`config.mk`:
```
export PLATFORM = sky130hd
export DESIGN_NAME = multicycle_sequencer
export DESIGN_NICKNAME = d
export VERILOG_FILES = /design/src/rtl/multicycle_sequencer.sv
export SDC_FILE = /design/constraint.sdc
export NUM_CORES = 1
export LEC_CHECK = 0
export CAP_MARGIN = 20
export CORE_UTILIZATION = 35
export DETAILED_ROUTE_END_ITERATION = 16
export GPL_TIMING_DRIVEN = 0
export PLACE_DENSITY_LB_ADDON = 0.2
export SYNTH_ARGS = -nofsm -noshare
export SYNTH_HDL_FRONTEND = slang
export SYNTH_SLANG_ARGS = --single-unit
```
`constraint.sdc`:
```
create_clock -name clk -period 3.2 [get_ports clk]
set_clock_uncertainty 0.2 [all_clocks]
set_input_delay 0.64 -clock clk [delete_from_list [all_inputs] [get_ports clk]]
set_output_delay 0.64 -clock clk [all_outputs]
set_load 0.01 [all_outputs]
```
`src/rtl/multicycle_sequencer.sv`:
```
// Multi-cycle control sequencer: one-cycle start pulse per enabled stage, per-stage finish
// handshake, stage skipping by a per-instruction mask, hung-stage abort and delayed commit strobe.
module multicycle_sequencer #(
    parameter int unsigned NSTAGES      = 4,
    parameter int unsigned COMMIT_DELAY = 2,
    parameter int unsigned TIMEOUT      = 1024,
    parameter int unsigned CNT_W        = 64
) (
    input  logic                       clk,
    input  logic                       rst,
    input  logic                       halt,
    input  logic [NSTAGES-1:0]         stage_finish,
    input  logic [NSTAGES-1:0]         stage_mask,
    output logic [NSTAGES-1:0]         stage_valid,
    output logic [$clog2(NSTAGES)-1:0] cur_stage,
    output logic                       busy,
    output logic                       commit,
    output logic                       commit_dly,
    output logic [CNT_W-1:0]           instret,
    output logic                       timeout_err
);
    localparam int unsigned SW = $clog2(NSTAGES);
    localparam int unsigned TW = (TIMEOUT > 1) ? $clog2(TIMEOUT) : 1;

    typedef enum logic [1:0] {StIdle, StRun, StWb} state_t;

    state_t             r_state;
    logic [NSTAGES-1:0] r_mask;
    logic [NSTAGES-1:0] r_stage_valid;
    logic [SW-1:0]      r_cur;
    logic [TW-1:0]      r_timer;
    logic               r_busy;
    logic               r_commit;
    logic               r_err;
    logic [CNT_W-1:0]   r_instret;

    logic [NSTAGES-1:0] w_mask;
    logic               w_fin;
    logic               w_expire;
    logic               w_found;
    logic [SW-1:0]      w_next;

    // The mask is latched at the stage-0 finish edge, so the skip decision there uses the input.
    assign w_mask   = (r_cur == '0) ? (stage_mask | NSTAGES'(1)) : r_mask;
    assign w_fin    = stage_finish[r_cur];
    assign w_expire = (TIMEOUT != 0) && (r_timer == TW'(TIMEOUT - 1));

    // Descending scan so the lowest enabled stage above the current one wins.
    always_comb begin
        w_found = 1'b0;
        w_next  = '0;
        for (int j = NSTAGES - 1; j >= 0; j--) begin
            if (w_mask[j] && (j > int'(r_cur))) begin
                w_found = 1'b1;
                w_next  = SW'(j);
            end
        end
    end

    always_ff @(posedge clk) begin
        if (rst) begin
            r_state       <= StIdle;
            r_mask        <= '1;
            r_stage_valid <= '0;
            r_cur         <= '0;
            r_timer       <= '0;
            r_busy        <= 1'b0;
            r_commit      <= 1'b0;
            r_err         <= 1'b0;
            r_instret     <= '0;
        end else begin
            r_stage_valid <= '0;
            r_commit      <= 1'b0;
            unique case (r_state)
                StIdle: begin
                    if (!halt) begin
                        r_state       <= StRun;
                        r_cur         <= '0;
                        r_stage_valid <= NSTAGES'(1);
                        r_timer       <= '0;
                        r_busy        <= 1'b1;
                    end
                end
                StRun: begin
                    if (w_fin) begin
                        if (r_cur == '0) r_mask <= stage_mask | NSTAGES'(1);
                        r_timer <= '0;
                        if (w_found) begin
                            r_cur         <= w_next;
                            r_stage_valid <= NSTAGES'(1) << w_next;
                        end else begin
                            r_state  <= StWb;
                            r_commit <= 1'b1;
                        end
                    end else if (w_expire) begin
                        // Abandon the hung instruction without committing it.
                        r_state <= StIdle;
                        r_busy  <= 1'b0;
                        r_err   <= 1'b1;
                    end else begin
                        r_timer <= r_timer + TW'(1);
                    end
                end
                StWb: begin
                    r_state   <= StIdle;
                    r_busy    <= 1'b0;
                    r_instret <= r_instret + CNT_W'(1);
                end
                default: r_state <= StIdle;
            endcase
        end
    end

    generate
        if (COMMIT_DELAY == 0) begin : g_no_dly
            assign commit_dly = r_commit;
        end else begin : g_dly
            logic [COMMIT_DELAY-1:0] r_dly;
            always_ff @(posedge clk) begin
                if (rst) r_dly <= '0;
                else     r_dly <= (r_dly << 1) | COMMIT_DELAY'(r_commit);
            end
            assign commit_dly = r_dly[COMMIT_DELAY-1];
        end
    endgenerate

    assign stage_valid = r_stage_valid;
    assign cur_stage   = r_cur;
    assign busy        = r_busy;
    assign commit      = r_commit;
    assign instret     = r_instret;
    assign timeout_err = r_err;

endmodule
```
==> metrics.txt <==
Rows 39; Die Area 0.0126 mm²; CP Class reg -> reg; Routability Congestion roughly 0.85; Finished Cell Area 0.00563 mm²; Hold WC Path Type reg -> reg; # clock sinks 89; I/O Buffers 83; initial antenna violation count 0; capture point of the worst reg-to-reg path instret[60]$_SDFFE_PP0N_; Worst-path clk slew around 0.070 ns; Post-synth EDFFs 0; Starting DRT DRC Count 291; vias in the first global route around 4000; Total Wirelength between 10000 and 15000 µm; final net count roughly 620; Top FF cell, synth dfxtp_1; final setup vio count 0; Post-synth ARST share 0; Initial Util 0.366; Static Leak 1.77 nW; post-synthesis sequential area ratio 0.417; n_diodes 0; Worst-Margin Slew approximately 1.2 ns; vias 4211; count of different cell masters after synthesis 46; die height around 110 µm; Relative slew margins 0.207; fill count approximately 1100; worst path required time roughly 3.2 ns; CTS tree yes; Worst Min Path Start g_dly.r_dly[0]$_SDFF_PP0_; Wirelength per Cell 15.2 µm; Worst-Skew Late Latency between 0.3 and 0.4 ns; peak supply drop roughly 210 µV; critical path endpoint category register; ratio of cells with drive above 1 in the final layout 0.0607; clk buf depth 2; clock buffer count from CTS 9; HPWL after detailed placement 8270 µm; GRT overflow 0; Final Max Slew Viols 0; most common cell after layout, fill and taps aside dfxtp_1; Residual DRC 0; Fin. Hold Viols 0; drt pass-1 iters 4; hold-fix buffers at CTS 0; R2R setup slack just under 0.2 ns; CORE AREA between 0.01 and 0.015 mm²; Multi-input gate area about 0.0023 mm²; Top Ports between 80 and 90; Final Non-Filler Cells 753; status completed; minimum clock period after layout 3.00 ns; largest net degree at the start of global routing 15; CP startpoint kind register; Mapped Cells just over 500; Core Util, Final 0.483; FF-to-FF path depth 7; synth warn 0; Pwr Density 428 mW/mm²; f_max ~0.33 GHz; Max Cap Viol 0; Worst Hold End g_dly.r_dly[1]$_SDFF_PP0_; Crit Reg-Reg Startpoint instret[7]$_SDFFE_PP0N_; most frequent cells in the layout 87 x dfxtp_1, 83 x clkdlybuf4s50_1, 46 x a21oi_1, 45 x nor2_1, 31 x nand2_1; largest fanout on the critical path 10; die width about 110 µm; WHS Path Cells 1; GRT Total Usage 0.187; placed insts approximately 740; global-route wire length before repair slightly below 20000 µm; Mapped Area 0.00427 mm²; area delta synth->final 31.9%; Vias/cell about 5.6; critical path data arrival time about 3.0 ns; root buffer cell clkbuf_16; period utilisation layout 0.938; synthesis-stage register bit count 89; syn nets 526; Routed Antenna Nets 0; dpl cell area approximately 0.0053 mm²; Avg Synthesized Cell Area between 8 and 9 µm²; Reg area around 0.0018 mm²; number of H-tree levels 3
## metrics by stage
stage	power (W)	setup TNS, ns	setup WS [ns]	hold slack (ns)
after floorplan	0.00128	0	0.484	0.214
after global placement	0.00134	-3.06	-0.326	0.229
after CTS	0.00243	0	0.0537	0.254
after detailed placement	0.00135	-3.68	-0.380	0.239
after global routing	0.00249	-0.0199	-0.0199	0.273
final	0.00241	0	0.199	0.249
## layer usage
layer	part of all wire	up-vias	global-route usage	routed length, µm
li1	-	2110	-	-
met4	0.0093	0	0.0569	107
met1	0.46	2008	0.234	5260
met3	0.042	8	0.0394	485
met5	0	-	0	0
met2	0.49	85	0.322	5610
## kinds of logic (layout without fill, tap and decap cells)
kind of cell / Yosys count / after routing / share of synthesized area
buf+inv: 43 / 144 / 0.0399
compound gates: 110 / 110 / 0.157
flops: 89 / 89 / 0.417
simple gates: 229 / 229 / 0.297
xor+xnor: 25 / 25 / 0.0513
mux: 7 / 7 / 0.0193
fa+ha+maj: 6 / 6 / 0.0176
## state kept, by name, indices dropped and copies added (netlist names)
signal / count
r_mask: 2
r_timer: 10
stage_valid: 4
commit: 1
timeout_err: 1
busy: 1
g_dly.r_dly: 2
instret: 64
r_state: 2
cur_stage: 2
## timing repair
item | in CTS | in global routing
buffers inserted | 0 | 2
endpoints found under the setup margin | 14 | 13
resized for setup | 2 | 6
pin swaps | 0 | 1
## worst max-delay path by stage
stage	start	end	slack, ns	depth (start not counted)
final	instret[7]$_SDFFE_PP0N_	instret[60]$_SDFFE_PP0N_	0.20	7
after global placement	r_state[0]$_SDFFE_PP0P_	instret[56]$_SDFFE_PP0N_	-0.33	9
after global routing	r_state[0]$_SDFFE_PP0P_	instret[58]$_SDFFE_PP0N_	-0.02	9
after CTS	r_state[0]$_SDFFE_PP0P_	instret[60]$_SDFFE_PP0N_	0.05	9
after floorplan	instret[22]$_SDFFE_PP0N_	instret[61]$_SDFFE_PP0N_	0.48	7
after detailed placement	r_state[0]$_SDFFE_PP0P_	instret[60]$_SDFFE_PP0N_	-0.38	9
## cell usage after synthesis (17+ instances only)
cell      count  area, µm²
o21ai_0      18       90.1
inv_1        17       63.8
nand3_1      30        150
a21oi_1      46        230
or4_1        30        225
nand2_1      31        116
clkbuf_1     22       82.6
o31ai_1      23        173
nor2_1       45        169
dfxtp_1      89       1780
nand4_1      25        156
## final cells by class
class	count	area share
sequential	89	0.317
tap	143	0.0318
timing repair buffer	86	0.151
inverter	18	0.0120
clock buffer	12	0.0455
clock inverter	4	0.00911
multi-input combinational	377	0.416
buffer	24	0.0175
## worst max-delay path, stage by stage, from the launching register on
cell and delay [ns]:
dfxtp_1 0.45, nand4_1 0.20, nor2_1 0.55, nand3_2 0.38, buf_1 0.34, clkbuf_1 0.33
o31ai_1 0.31, a21oi_1 0.10
## where the power goes
group          switching, W  total (W)  internal, W
clock network      0.000439    0.00109     0.000649
registers         0.0000116    0.00113      0.00112
logic              0.000115   0.000189    0.0000739
Note: power is estimated with default switching activity, not from simulation.
